File: config.mk
export PLATFORM = sky130hd
export DESIGN_NAME = hazard_ctrl_flat
export DESIGN_NICKNAME = d
export VERILOG_FILES = /design/src/rtl/hazard_ctrl_if.sv /design/src/rtl/hazard_ctrl.sv /design/src/flat_wrapper.sv
export SDC_FILE = /design/constraint.sdc
export NUM_CORES = 1
export LEC_CHECK = 0
export BUFFER_PORTS_ARGS = -buffer_cell sky130_fd_sc_hd__clkbuf_2
export CAP_MARGIN = 25
export CELL_PAD_IN_SITES_DETAIL_PLACEMENT = 0
export CELL_PAD_IN_SITES_GLOBAL_PLACEMENT = 1
export CORE_MARGIN = 5
export CORE_UTILIZATION = 25
export CTS_CLUSTER_SIZE = 30
export DETAILED_ROUTE_END_ITERATION = 16
export GPL_ROUTABILITY_DRIVEN = 0
export HOLD_SLACK_MARGIN = 0.1
export PLACE_DENSITY_LB_ADDON = 0.08
export REMOVE_ABC_BUFFERS = 1
export SLEW_MARGIN = 20
export SYNTH_ARGS = -nofsm -noshare
export SYNTH_HDL_FRONTEND = slang
export SYNTH_SLANG_ARGS = --single-unit
File: constraint.sdc
create_clock -name clk -period 3.15 [get_ports clk]
set_clock_uncertainty 0.2 [all_clocks]
set_input_delay 0.4725 -clock clk [delete_from_list [all_inputs] [get_ports clk]]
set_output_delay 0.4725 -clock clk [all_outputs]
set_load 0.1 [all_outputs]
File: src/rtl/hazard_ctrl_if.sv
// Signal bundle between the pipeline datapath and the hazard controller.
// The master modport drives decode/stage status; the slave modport (the controller) returns pipeline control.
interface hazard_ctrl_if #(
  parameter int unsigned CNT_W = 16
);
  logic [4:0]       id_rs1;
  logic [4:0]       id_rs2;
  logic             id_rs1_used;
  logic             id_rs2_used;
  logic [4:0]       id_rd;
  logic             id_regwrite;
  logic             id_load;
  logic             ex_redirect;
  logic             mem_req;
  logic             mem_ready;
  logic             pc_we;
  logic             ifid_we;
  logic             ifid_flush;
  logic             idex_flush;
  logic             pipe_hold;
  logic [1:0]       fwd_a;
  logic [1:0]       fwd_b;
  logic             mem_busy;
  logic [CNT_W-1:0] stall_cnt;

  modport master (
    output id_rs1, id_rs2, id_rs1_used, id_rs2_used, id_rd, id_regwrite, id_load,
           ex_redirect, mem_req, mem_ready,
    input  pc_we, ifid_we, ifid_flush, idex_flush, pipe_hold, fwd_a, fwd_b,
           mem_busy, stall_cnt
  );

  modport slave (
    input  id_rs1, id_rs2, id_rs1_used, id_rs2_used, id_rd, id_regwrite, id_load,
           ex_redirect, mem_req, mem_ready,
    output pc_we, ifid_we, ifid_flush, idex_flush, pipe_hold, fwd_a, fwd_b,
           mem_busy, stall_cnt
  );
endinterface

File: src/rtl/hazard_ctrl.sv
// Five-stage pipeline hazard controller: load-use stall, redirect flush, memory-wait freeze,
// EX operand forwarding from shadow copies of EX/MEM/WB destination info, and a saturating stall counter.
module hazard_ctrl #(
  parameter int unsigned CNT_W = 16
) (
  input  logic         clk,
  input  logic         rst,
  hazard_ctrl_if.slave bus
);

  typedef enum logic {S_RUN, S_WAIT} state_t;

  localparam logic [CNT_W-1:0] CNT_ONE = CNT_W'(1);

  state_t           state_q, state_d;

  logic [4:0]       ex_rs1_q, ex_rs2_q, ex_rd_q;
  logic             ex_regwrite_q, ex_load_q;
  logic [4:0]       mem_rd_q, wb_rd_q;
  logic             mem_regwrite_q, wb_regwrite_q;
  logic [CNT_W-1:0] stall_cnt_q, stall_cnt_d;

  logic             freeze;
  logic             load_use;
  logic             pc_we, ifid_we, ifid_flush, idex_flush;
  logic [1:0]       fwd_a, fwd_b;

  assign freeze = bus.mem_req & ~bus.mem_ready;

  // x0 in EX never stalls: ex_rd must be nonzero.
  assign load_use = ex_load_q & ex_regwrite_q & (ex_rd_q != 5'd0) &
                    ((bus.id_rs1_used & (bus.id_rs1 == ex_rd_q)) |
                     (bus.id_rs2_used & (bus.id_rs2 == ex_rd_q)));

  always_comb begin
    state_d = state_q;
    case (state_q)
      S_RUN:   if (freeze)        state_d = S_WAIT;
      S_WAIT:  if (bus.mem_ready) state_d = S_RUN;
      default: state_d = S_RUN;
    endcase
  end

  always_comb begin
    pc_we      = 1'b1;
    ifid_we    = 1'b1;
    ifid_flush = 1'b0;
    idex_flush = 1'b0;
    if (freeze) begin
      pc_we   = 1'b0;
      ifid_we = 1'b0;
    end else if (bus.ex_redirect) begin
      ifid_flush = 1'b1;
      idex_flush = 1'b1;
    end else if (load_use) begin
      pc_we      = 1'b0;
      ifid_we    = 1'b0;
      idex_flush = 1'b1;
    end
  end

  assign fwd_a = (mem_regwrite_q && (mem_rd_q != 5'd0) && (mem_rd_q == ex_rs1_q)) ? 2'b01 :
                 (wb_regwrite_q  && (wb_rd_q  != 5'd0) && (wb_rd_q  == ex_rs1_q)) ? 2'b10 : 2'b00;
  assign fwd_b = (mem_regwrite_q && (mem_rd_q != 5'd0) && (mem_rd_q == ex_rs2_q)) ? 2'b01 :
                 (wb_regwrite_q  && (wb_rd_q  != 5'd0) && (wb_rd_q  == ex_rs2_q)) ? 2'b10 : 2'b00;

  always_comb begin
    stall_cnt_d = stall_cnt_q;
    if (!pc_we && (stall_cnt_q != '1)) stall_cnt_d = stall_cnt_q + CNT_ONE;
  end

  always_ff @(posedge clk or posedge rst) begin
    if (rst) begin
      state_q     <= S_RUN;
      stall_cnt_q <= '0;
    end else begin
      state_q     <= state_d;
      stall_cnt_q <= stall_cnt_d;
    end
  end

  always_ff @(posedge clk or posedge rst) begin
    if (rst) begin
      ex_rs1_q       <= '0;
      ex_rs2_q       <= '0;
      ex_rd_q        <= '0;
      ex_regwrite_q  <= 1'b0;
      ex_load_q      <= 1'b0;
      mem_rd_q       <= '0;
      mem_regwrite_q <= 1'b0;
      wb_rd_q        <= '0;
      wb_regwrite_q  <= 1'b0;
    end else if (!freeze) begin
      if (idex_flush) begin
        ex_rs1_q      <= '0;
        ex_rs2_q      <= '0;
        ex_rd_q       <= '0;
        ex_regwrite_q <= 1'b0;
        ex_load_q     <= 1'b0;
      end else begin
        ex_rs1_q      <= bus.id_rs1;
        ex_rs2_q      <= bus.id_rs2;
        ex_rd_q       <= bus.id_rd;
        ex_regwrite_q <= bus.id_regwrite;
        ex_load_q     <= bus.id_load;
      end
      mem_rd_q       <= ex_rd_q;
      mem_regwrite_q <= ex_regwrite_q;
      wb_rd_q        <= mem_rd_q;
      wb_regwrite_q  <= mem_regwrite_q;
    end
  end

  assign bus.pc_we      = pc_we;
  assign bus.ifid_we    = ifid_we;
  assign bus.ifid_flush = ifid_flush;
  assign bus.idex_flush = idex_flush;
  assign bus.pipe_hold  = freeze;
  assign bus.fwd_a      = fwd_a;
  assign bus.fwd_b      = fwd_b;
  assign bus.mem_busy   = (state_q == S_WAIT);
  assign bus.stall_cnt  = stall_cnt_q;

endmodule

File: src/flat_wrapper.sv
// flat-port wrapper written by rule: the top's interface ports become plain ports
module hazard_ctrl_flat 
#(
  parameter int unsigned CNT_W = 16
)
  (clk, rst, bus_id_rs1, bus_id_rs2, bus_id_rs1_used, bus_id_rs2_used, bus_id_rd, bus_id_regwrite, bus_id_load, bus_ex_redirect, bus_mem_req, bus_mem_ready, bus_pc_we, bus_ifid_we, bus_ifid_flush, bus_idex_flush, bus_pipe_hold, bus_fwd_a, bus_fwd_b, bus_mem_busy, bus_stall_cnt);
  hazard_ctrl_if #(.CNT_W(CNT_W)) bus_i ();
  input  logic clk;
  input  logic rst;
  input wire logic [$bits(bus_i.id_rs1)-1:0] bus_id_rs1;
  input wire logic [$bits(bus_i.id_rs2)-1:0] bus_id_rs2;
  input wire logic [$bits(bus_i.id_rs1_used)-1:0] bus_id_rs1_used;
  input wire logic [$bits(bus_i.id_rs2_used)-1:0] bus_id_rs2_used;
  input wire logic [$bits(bus_i.id_rd)-1:0] bus_id_rd;
  input wire logic [$bits(bus_i.id_regwrite)-1:0] bus_id_regwrite;
  input wire logic [$bits(bus_i.id_load)-1:0] bus_id_load;
  input wire logic [$bits(bus_i.ex_redirect)-1:0] bus_ex_redirect;
  input wire logic [$bits(bus_i.mem_req)-1:0] bus_mem_req;
  input wire logic [$bits(bus_i.mem_ready)-1:0] bus_mem_ready;
  output wire logic [$bits(bus_i.pc_we)-1:0] bus_pc_we;
  output wire logic [$bits(bus_i.ifid_we)-1:0] bus_ifid_we;
  output wire logic [$bits(bus_i.ifid_flush)-1:0] bus_ifid_flush;
  output wire logic [$bits(bus_i.idex_flush)-1:0] bus_idex_flush;
  output wire logic [$bits(bus_i.pipe_hold)-1:0] bus_pipe_hold;
  output wire logic [$bits(bus_i.fwd_a)-1:0] bus_fwd_a;
  output wire logic [$bits(bus_i.fwd_b)-1:0] bus_fwd_b;
  output wire logic [$bits(bus_i.mem_busy)-1:0] bus_mem_busy;
  output wire logic [$bits(bus_i.stall_cnt)-1:0] bus_stall_cnt;
  assign bus_i.id_rs1 = bus_id_rs1;
  assign bus_i.id_rs2 = bus_id_rs2;
  assign bus_i.id_rs1_used = bus_id_rs1_used;
  assign bus_i.id_rs2_used = bus_id_rs2_used;
  assign bus_i.id_rd = bus_id_rd;
  assign bus_i.id_regwrite = bus_id_regwrite;
  assign bus_i.id_load = bus_id_load;
  assign bus_i.ex_redirect = bus_ex_redirect;
  assign bus_i.mem_req = bus_mem_req;
  assign bus_i.mem_ready = bus_mem_ready;
  assign bus_pc_we = bus_i.pc_we;
  assign bus_ifid_we = bus_i.ifid_we;
  assign bus_ifid_flush = bus_i.ifid_flush;
  assign bus_idex_flush = bus_i.idex_flush;
  assign bus_pipe_hold = bus_i.pipe_hold;
  assign bus_fwd_a = bus_i.fwd_a;
  assign bus_fwd_b = bus_i.fwd_b;
  assign bus_mem_busy = bus_i.mem_busy;
  assign bus_stall_cnt = bus_i.stall_cnt;
  hazard_ctrl #(.CNT_W(CNT_W)) u_core (.clk(clk), .rst(rst), .bus(bus_i));
endmodule
==> reports/qor.yml, run 1 <==
post-layout-total-power_uw: 1980
grt_overflow: 0
design.portCount: 50
worstSkewPairLatency_ps: 300
slew_of_the_pin_with_the_lowest_slew_margin_ps: 548
filler_cell_count: 976
netlist_top_cells_count: "dfrtp_1, xor2_1, xnor2_1"
max_cap_violations: 0
hold_start: "bus_mem_ready"
asyncSetResetFlopFracSynth: 1.00
slew_violations: 0
cp.required_ps: 2480
synth.area.top_cells: "dfrtp_1, xor2_1, xnor2_1"
routed-via-count: 1679
synthesized_flop_and_latch_total: 46
clkTransAtPathRegs_ps: 90
drive_above_1_share: 0.335
cts_buffers: 5
netlist.top_cell.by_area: "dfrtp_1"
num_rows: 35
finish.cell_count_without_fillers: 368
timing.critical_path.from: "u_core.mem_rd_q[0]$_DFFE_PP0N_"
design.final.nets: 281
ys_types: 32
worst_ep_arrival_time_ps: 2230
netlist_instances: 200
die_h_um: 106
synth_most_common_cell: "dfrtp_1"
chipWidth_um: 106
run_status: "complete, no violations"
max-slew-margin-rel: 0.636
yosysWarningCount: 0
setup-tns-final_ps: 0
min_period_ps: 2900
ir_worst_vdd_v: 0.000582
timing.critical_path.to_type: "output pin"
synth_edf_count: 0
post-route-period-util: 0.921
cts_tree: "built"
met2_usage_grt: 0.200
post-dp-hpwl_um: 4670
fmax_mhz: 345
placed_instance_count: 359
synth_area_um2: 2300
remaining_routing_drc_violations: 0
fp.dieArea_um2: 11200
grt_first_pass_wirelength_um: 10400
route.final.wire_length_um: 6240
grt_antenna_before_repair: 0
ys_dominant_reg_cell: "dfrtp_1"
power_per_cell_area_nw_per_um2: 690
power.static_leakage_uw: 0.00135
synth-seq-area-share: 0.501
timing_hold_violations_final: 0
worstPathMaxFanout: 5
dr.pass1.iters: 5
setup_viol: 0
number_of_global_route_vias_before_repair: 1887
fp.coreArea_um2: 9110
cts_post_setup_buffers_inserted: 0
avgViaCountPerCell: 4.56
grt_most_used_layer: "met2"
hp-class: "primary input to register"
rsz_0062_raised_after_global_routing: "false"
clock_tree.htree_level_count: 2
clockBufferDepth: 2
grt.met3_usage: 0.0269
crit-reg2reg-launch: "u_core.bus.stall_cnt[0]$_DFFE_PP0P_"
ctsRootBufferMaster: "clkbuf_8"
grt_start_max_net_pins: 30
post-synth-top-area-fraction: 0.501
postSynthAreaPerCell_um2: 11.5
drt_iter0_markers: 27
start_kind: "register"
fin_ws_ps: 248
gr-usage-all-layers: 0.118
n_antenna_cell: 0
detail-route-antenna-nets: 0
pre_cts_slack_ps: 439
avgRoutedWirePerCell_um: 17.0
critPathKind: "register to output pin"
syn_to_final_growth_pct: 24.9
numPortBuffers: 49
cts_sinks: 46
starting_density_of_the_core: 0.252
globalRouteMet1Util: 0.152
==> cell usage in the layout (no fill, tap or decap) <==
master and count:
o22ai_1 1, dfrtp_1 46, nor4_2 2, inv_2 2
or2_2 1, or4_1 5, nor2_1 9, nand2b_1 1
and2_4 1, mux2_1 1, nor3_4 1, inv_1 4
nand3_1 10, buf_12 4, clkinv_2 1, xor2_1 25
and4_1 1, clkbuf_8 6, dlygate4sd3_1 1, xnor2_1 19
nor2b_1 1, a31oi_1 1, nand4_1 4, nor3_1 9
clkinvlp_4 1, nor4_1 5, mux2_4 1, buf_4 7
mux2_2 12, nor2b_2 1, o21ai_0 2, ha_1 1
nor4b_1 1, a22o_1 17, clkbuf_2 44, o211ai_2 1
a21oi_2 1, nand2_1 7
==> where the power goes <==
| part | internal (uW) | switching (uW) |
|---|---|---|
| clock | 177 | 210 |
| combinational | 178 | 614 |
| sequential | 677 | 122 |
| total | 1030 | 946 |
==> layer usage <==
layer | wire, um | vias to the layer above | part of all wire
met5 | 0 | - | 0
met4 | 57 | 0 | 0.0091
met3 | 218 | 4 | 0.035
met2 | 3070 | 32 | 0.49
met1 | 2890 | 820 | 0.46
li1 | - | 823 | -
==> timing repair <==
action | 4_1_cts | 5_1_grt
endpoints found under the hold margin | 21 | 0
resized for setup | 0 | 2
setup endpoints to repair | 0 | 2
hold buffers | 1 | 0
==> kinds of logic (layout without fill, tap and decap cells) <==
kind of cell | Yosys count | count (layout) | share of synthesized area
and+or+nand+nor | 59 | 59 | 0.143
adders and majority gates | 1 | 1 | 0.00545
xor gates and xnor gates | 44 | 44 | 0.168
buffers and inverters | 13 | 70 | 0.0278
muxes | 14 | 14 | 0.0703
DFF | 46 | 46 | 0.501
AOI/OAI and AO/OA | 23 | 23 | 0.0839
==> registers in the layout, indices dropped and copies added (netlist names) <==
name / flops
u_core.wb_rd_q: 5
u_core.wb_regwrite_q: 1
u_core.ex_load_q: 1
u_core.mem_regwrite_q: 1
u_core.ex_rd_q: 5
u_core.ex_rs2_q: 5
u_core.ex_rs1_q: 5
u_core.bus.stall_cnt: 16
u_core.bus.mem_busy: 1
u_core.mem_rd_q: 5
u_core.ex_regwrite_q: 1
==> through the flow <==
step / hold slack, ps / utilization / area [um^2]
after global placement: 283 / 0.302 / 2750
after global routing: 148 / 0.315 / 2870
after detailed placement: 280 / 0.302 / 2750
final: 156 / 0.315 / 2870
after CTS: 140 / 0.313 / 2850
after floorplan: 273 / - / 2250
==> worst paths after layout <==
check / to / slack (ps) / cells past startpoint
setup reg to reg: u_core.bus.stall_cnt[1]$_DFFE_PP0P_ / 740 / 7
hold / removal: u_core.bus.mem_busy$_DFF_PP0_ / 160 / 2
max in group asynchronous: u_core.bus.stall_cnt[5]$_DFFE_PP0P_ / 1470 / 4
min in group asynchronous: u_core.ex_rd_q[1]$_DFFE_PP0N_ / 540 / 3
setup / recovery: bus_fwd_a[1] / 250 / 5
hold reg to reg: u_core.bus.stall_cnt[11]$_DFFE_PP0P_ / 300 / 1
==> critical path: stages (launching register included) <==
cell and delay, ps:
dfrtp_1 440, or4_1 530, o21ai_0 240, nor4_1 130, nor4_2 380, buf_12 220
==> area by class of cell <==
| cell class | count | area (um^2) | area share |
|---|---|---|---|
| Clock inverter | 2 | 12.5 | 0.00436 |
| Tap cell | 111 | 139 | 0.0485 |
| Inverter | 6 | 22.5 | 0.00786 |
| Timing Repair Buffer | 56 | 363 | 0.127 |
| Multi-Input combinational cell | 141 | 1100 | 0.382 |
| Clock buffer | 6 | 82.6 | 0.0288 |
| Sequential cell | 46 | 1150 | 0.402 |
No activity file was read; power rests on OpenSTA's default activity.
==> run 2: changes to the inputs <==
Settings changed: GPL_TIMING_DRIVEN set to 0.
==> run 2 against run 1 <==
Net effect: combinational power shrank 0.6%; highest routed layer unchanged; flip-flop and latch count unchanged; cell area down 0.96%; largest cell class unchanged; global-route usage fell by 0.17 points; worst setup slack lost 100 ps; die area stayed put; via count grew 0.77%; hold slack better by 21 ps; critical path depth stayed put; cell count fell by 1.1%; routed wire length is 2.2% lower.
==> reports/qor.yml, run 2 (same netlist as run 1, synthesis figures left out) <==
drt_iter0_markers: 25  # -7.4%
hold_path_depth: 2  # unchanged
swShare: 0.466  # -0.0118
dr.pass1.iters: 4  # -1
slew_violations: 0  # unchanged
ir_worst_vdd_v: 0.000687  # +18%
r2r_end: "u_core.ex_rs1_q[3]$_DFFE_PP0N_"
grt_start_max_net_pins: 31  # +3.3%
setup_viol: 0  # unchanged
slew_of_the_pin_with_the_lowest_slew_margin_ps: 771  # +223 ps
design.portCount: 50  # unchanged
min_period_ps: 3000  # +101 ps
detail-route-antenna-nets: 0  # unchanged
start_kind: "register"
fmax_mhz: 333  # -3.4%
power.switching_uw: 951  # +0.51%
design.final.nets: 277  # -1.4%
avgViaCountPerCell: 4.65  # +1.9%
grt_first_pass_wirelength_um: 10200  # -1.7%
n_antenna_cell: 0  # unchanged
ff2ff_setup_slack_ps: 530  # -210 ps
top_routing_layer_in_use: "met4"
post-dp-hpwl_um: 4530  # -2.9%
rr_worst_depth: 6  # -1
hp-class: "primary input to register"
max_cap_violations: 0  # unchanged
cts_buffers: 5  # unchanged
num_rows: 35  # unchanged
grt_overflow: 0  # unchanged
power_frac_comb: 0.386  # -0.014
setup-tns-final_ps: 0  # unchanged
route.met3.wl_um: 232  # +6.4%
gr-usage-all-layers: 0.116  # -0.00170
route.final.wire_length_um: 6100  # -2.2%
hold_ep: "u_core.bus.mem_busy$_DFF_PP0_"
clkTransAtPathRegs_ps: 90  # about the same
power.static_leakage_uw: 0.00134  # -1.1%
run_status: "complete, no violations"
critPathKind: "register to output pin"
cts_tree: "built"
rsz_0062_raised_after_global_routing: "false"
numPortBuffers: 49  # unchanged
cp.required_ps: 2480  # about the same
number_of_global_route_vias_before_repair: 1886  # -0.053%
timing_hold_violations_final: 0  # unchanged
die_h_um: 106  # unchanged
met1_length_um: 2820  # -2.5%
max-slew-margin-rel: 0.484  # -0.152
grt_antenna_before_repair: 0  # unchanged
clock_tree.htree_level_count: 2  # unchanged
remaining_routing_drc_violations: 0  # unchanged
syn_to_final_growth_pct: 23.7
number_of_flip_flops_in_the_largest_register: 16  # unchanged
clockBufferDepth: 2  # unchanged
avgRoutedWirePerCell_um: 16.8  # -1.1%
power.share.sequential: 0.394  # -0.010
cts_sinks: 46  # unchanged
layout_commonest_cell: "dfrtp_1"
worstSkewPairLatency_ps: 310  # about the same
routed-via-count: 1692  # +0.77%
hold_slack_ps: 177  # +21.1 ps
timing.critical_path.to_type: "output pin"
power_report.internal_total_uw: 1090  # +5.4%
chipWidth_um: 106  # unchanged
starting_density_of_the_core: 0.252  # unchanged
fp.dieArea_um2: 11200  # unchanged
worst_ep_arrival_time_ps: 2330  # +100 ps
hold_start: "bus_mem_ready"
fp.coreArea_um2: 9110  # unchanged
crit-reg2reg-launch: "u_core.ex_rd_q[1]$_DFFE_PP0N_"
wl_met2_um: 2970  # -3.4%
power_frac_clock: 0.221  # +0.025
ctsRootBufferMaster: "clkbuf_8"
worstPathMaxFanout: 5  # unchanged
post-route-period-util: 0.953  # +0.0321
power_per_cell_area_nw_per_um2: 718  # +4.0%
drive_above_1_share: 0.320  # -0.0145
layout_common_cells: "dfrtp_1, clkbuf_2, xor2_1"
## run 2: power groups by stage
| stage | clock [uW] | combinational (uW) | sequential (uW) |
|---|---|---|---|
| after CTS | 468 | 795 | 805 |
| final | 450 | 787 | 803 |
| after global placement | 0 | 784 | 815 |
| after detailed placement | 0 | 789 | 817 |
| after global routing | 485 | 837 | 820 |
| after floorplan | 0 | 242 | 1180 |
## run 2: area by class of cell
type / count / area [um^2]
Timing Repair Buffer: 52 / 318
Sequential cell: 46 / 1150
Fill cell: 972 / 6270
Inverter: 6 / 22.5
Clock inverter: 2 / 37.5
Clock buffer: 6 / 72.6
Multi-Input combinational cell: 141 / 1100
Tap cell: 111 / 139
## run 2: repair_timing
action                                  in CTS  in global routing
gates resized for setup                      6                  8
endpoints found under the setup margin       4                  4
hold endpoints to repair                    16                  0
pin swaps                                    0                  0
hold buffers                                 1                  0
gates cloned                                 0                  0
setup buffers                                0                  0
## run 2: per-stage QoR
| stage | instance area (um^2) | setup slack [ps] | util | std cells | total power (uW) |
|---|---|---|---|---|---|
| after global routing | 2840 | 15.6 | 0.312 | 364 | 2140 |
| after floorplan | 2250 | -4440 | - | 193 | 1420 |
| after detailed placement | 2690 | 188 | 0.295 | 355 | 1610 |
| final | 2840 | 148 | 0.312 | 364 | 2040 |
| after global placement | 2640 | -1300 | 0.290 | 353 | 1600 |
| after CTS | 2830 | 19.4 | 0.311 | 364 | 2070 |
## run 2: worst max-delay path by stage
| stage | from | depth (start not counted) | endpoint |
|---|---|---|---|
| 2_1_floorplan | bus_mem_ready | 4 | u_core.bus.stall_cnt[14]$_DFFE_PP0P_ |
| 5_1_grt | u_core.ex_rd_q[1]$_DFFE_PP0N_ | 5 | bus_ifid_we |
| 3_3_place_gp | bus_mem_req | 4 | bus_ifid_we |
| 6_report | u_core.ex_rd_q[1]$_DFFE_PP0N_ | 5 | bus_ifid_we |
| 3_5_place_dp | u_core.ex_rd_q[1]$_DFFE_PP0N_ | 5 | bus_pc_we |
| 4_1_cts | u_core.ex_rd_q[1]$_DFFE_PP0N_ | 5 | bus_pc_we |
## run 2: routing by layer
metal,vias to the layer above,global-route usage
met1,836,0.149
met5,-,0
met4,0,0.0361
met2,34,0.194
met3,8,0.0263
li1,814,-
## run 2: worst max-delay path, cell delays in order, from the launching register on
cell	delay, ps
dfrtp_1	470
or4_1	600
o211ai_2	230
inv_2	70
a31oi_2	350
clkbuf_8	320
==> run 3: changes to the inputs <==
Settings changed: ABC_CLOCK_PERIOD_IN_PS set to 3210.
Clock period 3.15 ns to 3.21 ns, I/O delays scaled along.
==> run 3 against run 2 <==
Net effect: clock power is 2% lower; via count unchanged; cell area decreased by 0.57%; sequential power down 2%; flip-flop and latch count unchanged; sequential share of layout area up 0.23 points; worst setup slack improved by 11 ps; largest cell class unchanged.
==> reports/qor.yml, run 3 (same netlist as run 1, synthesis figures left out) <==
timing.critical_path.slowest_stage_cell: "dfrtp_1"
slew_violations: 0  # unchanged
cts_sinks: 46  # unchanged
chipWidth_um: 106  # unchanged
cp.required_ps: 2530  # +50 ps
crit_chain: "xnor2_1 > nand4_1 > o22ai_1 > and2_4 > nor2_1 > nor2_1 > clkbuf_2"
layout_commonest_cell: "dfrtp_1"
min_period_ps: 3050
slew_of_the_pin_with_the_lowest_slew_margin_ps: 774  # +2.59 ps
power_per_cell_area_nw_per_um2: 708  # -1.4%
cts_post_setup_buffers_inserted: 0  # unchanged
dr.pass1.iters: 4  # unchanged
max_cap_violations: 0  # unchanged
timing_hold_violations_final: 0  # unchanged
final_core_util: 0.310  # -0.00179
met1_length_um: 2830  # +0.50%
worstPathMaxFanout: 5  # unchanged
num_rows: 35  # unchanged
numPortBuffers: 49  # unchanged
number_of_flip_flops_in_the_largest_register: 16  # unchanged
avgViaCountPerCell: 4.65  # unchanged
power.static_leakage_uw: 0.00133  # -0.45%
layout_common_cells: "dfrtp_1, clkbuf_2, xor2_1"
start_kind: "register"
power.switching_uw: 933  # -1.9%
top_routing_layer_in_use: "met4"
syn_to_final_growth_pct: 22.9
grt_antenna_before_repair: 0  # unchanged
power.share.sequential: 0.394  # about the same
setup-tns-final_ps: 0  # unchanged
clkTransAtPathRegs_ps: 90  # about the same
detail-route-antenna-nets: 0  # unchanged
grt_start_max_net_pins: 31  # unchanged
timing.critical_path.to_type: "output pin"
post-dp-hpwl_um: 4530  # unchanged
remaining_routing_drc_violations: 0  # unchanged
avgRoutedWirePerCell_um: 16.8  # unchanged
clockBufferDepth: 2  # unchanged
route.met3.wl_um: 233  # +0.43%
drt_iter0_markers: 35  # +40%
fp.coreArea_um2: 9110  # unchanged
ir_worst_vdd_v: 0.000674  # -1.9%
drive_above_1_share: 0.316  # -0.00395
grt_first_pass_wirelength_um: 10100  # -0.62%
routed-via-count: 1692  # unchanged
gr-usage-all-layers: 0.116  # -0.000774
route.final.wire_length_um: 6100  # unchanged
n_antenna_cell: 0  # unchanged
swShare: 0.467  # about the same
ff2ff_setup_slack_ps: 590  # +60 ps
run_status: "complete, no violations"
hp-class: "primary input to register"
power_report.internal_total_uw: 1070  # -2.0%
number_of_global_route_vias_before_repair: 1871  # -0.80%
fin_ws_ps: 158  # +10.5 ps
ctsRootBufferMaster: "clkbuf_8"
power_frac_clock: 0.221  # about the same
pre_cts_slack_ps: 239  # +51.0 ps
wl_met2_um: 2950  # -0.47%
worstSkewPairLatency_ps: 310  # about the same
cp_slowest_stage_delay_ps: 470  # -130 ps
design.portCount: 50  # unchanged
max-slew-margin-rel: 0.482  # -0.00173
power_frac_comb: 0.385  # about the same
critPathKind: "register to output pin"
grt_overflow: 0  # unchanged
post-route-period-util: 0.951
clock_tree.htree_level_count: 2  # unchanged
path_common_cell: "nor2_1"
design.final.nets: 277  # unchanged
starting_density_of_the_core: 0.252  # unchanged
die_h_um: 106  # unchanged
cts_tree: "built"
filler_cell_count: 975  # +0.31%
cts_buffers: 5  # unchanged
worst_ep_arrival_time_ps: 2370  # +40 ps
fmax_mhz: 328
setup_viol: 0  # unchanged
fp.dieArea_um2: 11200  # unchanged
==> run 3: cell count changes in the layout (fill, tap and decap cells not counted) <==
cell      delta
clkbuf_8     -1
clkbuf_2     +1
o21ai_2      -1
buf_6        -1
buf_4        +1
o21ai_1      +1
==> run 3: cell type report <==
| cell class | count | area (um^2) | area share |
|---|---|---|---|
| clock buffer | 6 | 72.6 | 0.0257 |
| clock inverter | 2 | 37.5 | 0.0133 |
| inverter | 6 | 22.5 | 0.00798 |
| multi-input combinational | 141 | 1090 | 0.388 |
| sequential | 46 | 1150 | 0.408 |
| tap | 111 | 139 | 0.0492 |
| timing repair buffer | 52 | 305 | 0.108 |
==> run 3: layer usage <==
metal  global-route usage  vias to the layer above
met5                    0                        -
met4               0.0361                        0
met3               0.0263                        8
met2                0.192                       34
met1                0.149                      836
li1                     -                      814
==> run 3: worst max-delay path: cells and delay by family, from the launching register on <==
kind            cells  cell delay [ps]
xor+xnor            1              260
simple gates        4              520
flops               1              470
buf+inv             1              470
compound gates      1              350
==> run 3: through the flow <==
stage	hold WS [ps]	cells	total power [uW]	instance area [um^2]
2_1_floorplan	273	193	1400	2250
3_3_place_gp	290	353	1570	2640
3_5_place_dp	281	355	1580	2690
4_1_cts	176	364	2030	2820
5_1_grt	188	364	2100	2820
6_report	186	364	2000	2820
==> run 3: repair_timing <==
item / 4_1_cts / 5_1_grt
setup endpoints to repair: 4 / 4
gates resized for setup: 4 / 5
hold buffers: 1 / 0
hold endpoints to repair: 16 / 0
==> run 3: worst paths after layout <==
check,startpoint,end,depth (start not counted)
min,bus_mem_ready,u_core.bus.mem_busy$_DFF_PP0_,2
max,u_core.ex_rd_q[1]$_DFFE_PP0N_,bus_idex_flush,7
max in group asynchronous,rst,u_core.wb_rd_q[2]$_DFFE_PP0N_,4
min in group asynchronous,rst,u_core.bus.stall_cnt[8]$_DFFE_PP0P_,3
max reg2reg,u_core.ex_rd_q[1]$_DFFE_PP0N_,u_core.ex_rs1_q[3]$_DFFE_PP0N_,6
min reg2reg,u_core.bus.stall_cnt[11]$_DFFE_PP0P_,u_core.bus.stall_cnt[11]$_DFFE_PP0P_,1
==> run 3: power by group through the flow <==
stage / clock network, uW / registers (uW) / logic, uW
finish: 442 / 787 / 770
global route: 476 / 805 / 819
CTS: 460 / 790 / 778
detailed placement: 0 / 801 / 774
global placement: 0 / 800 / 769
floorplan: 0 / 1160 / 237
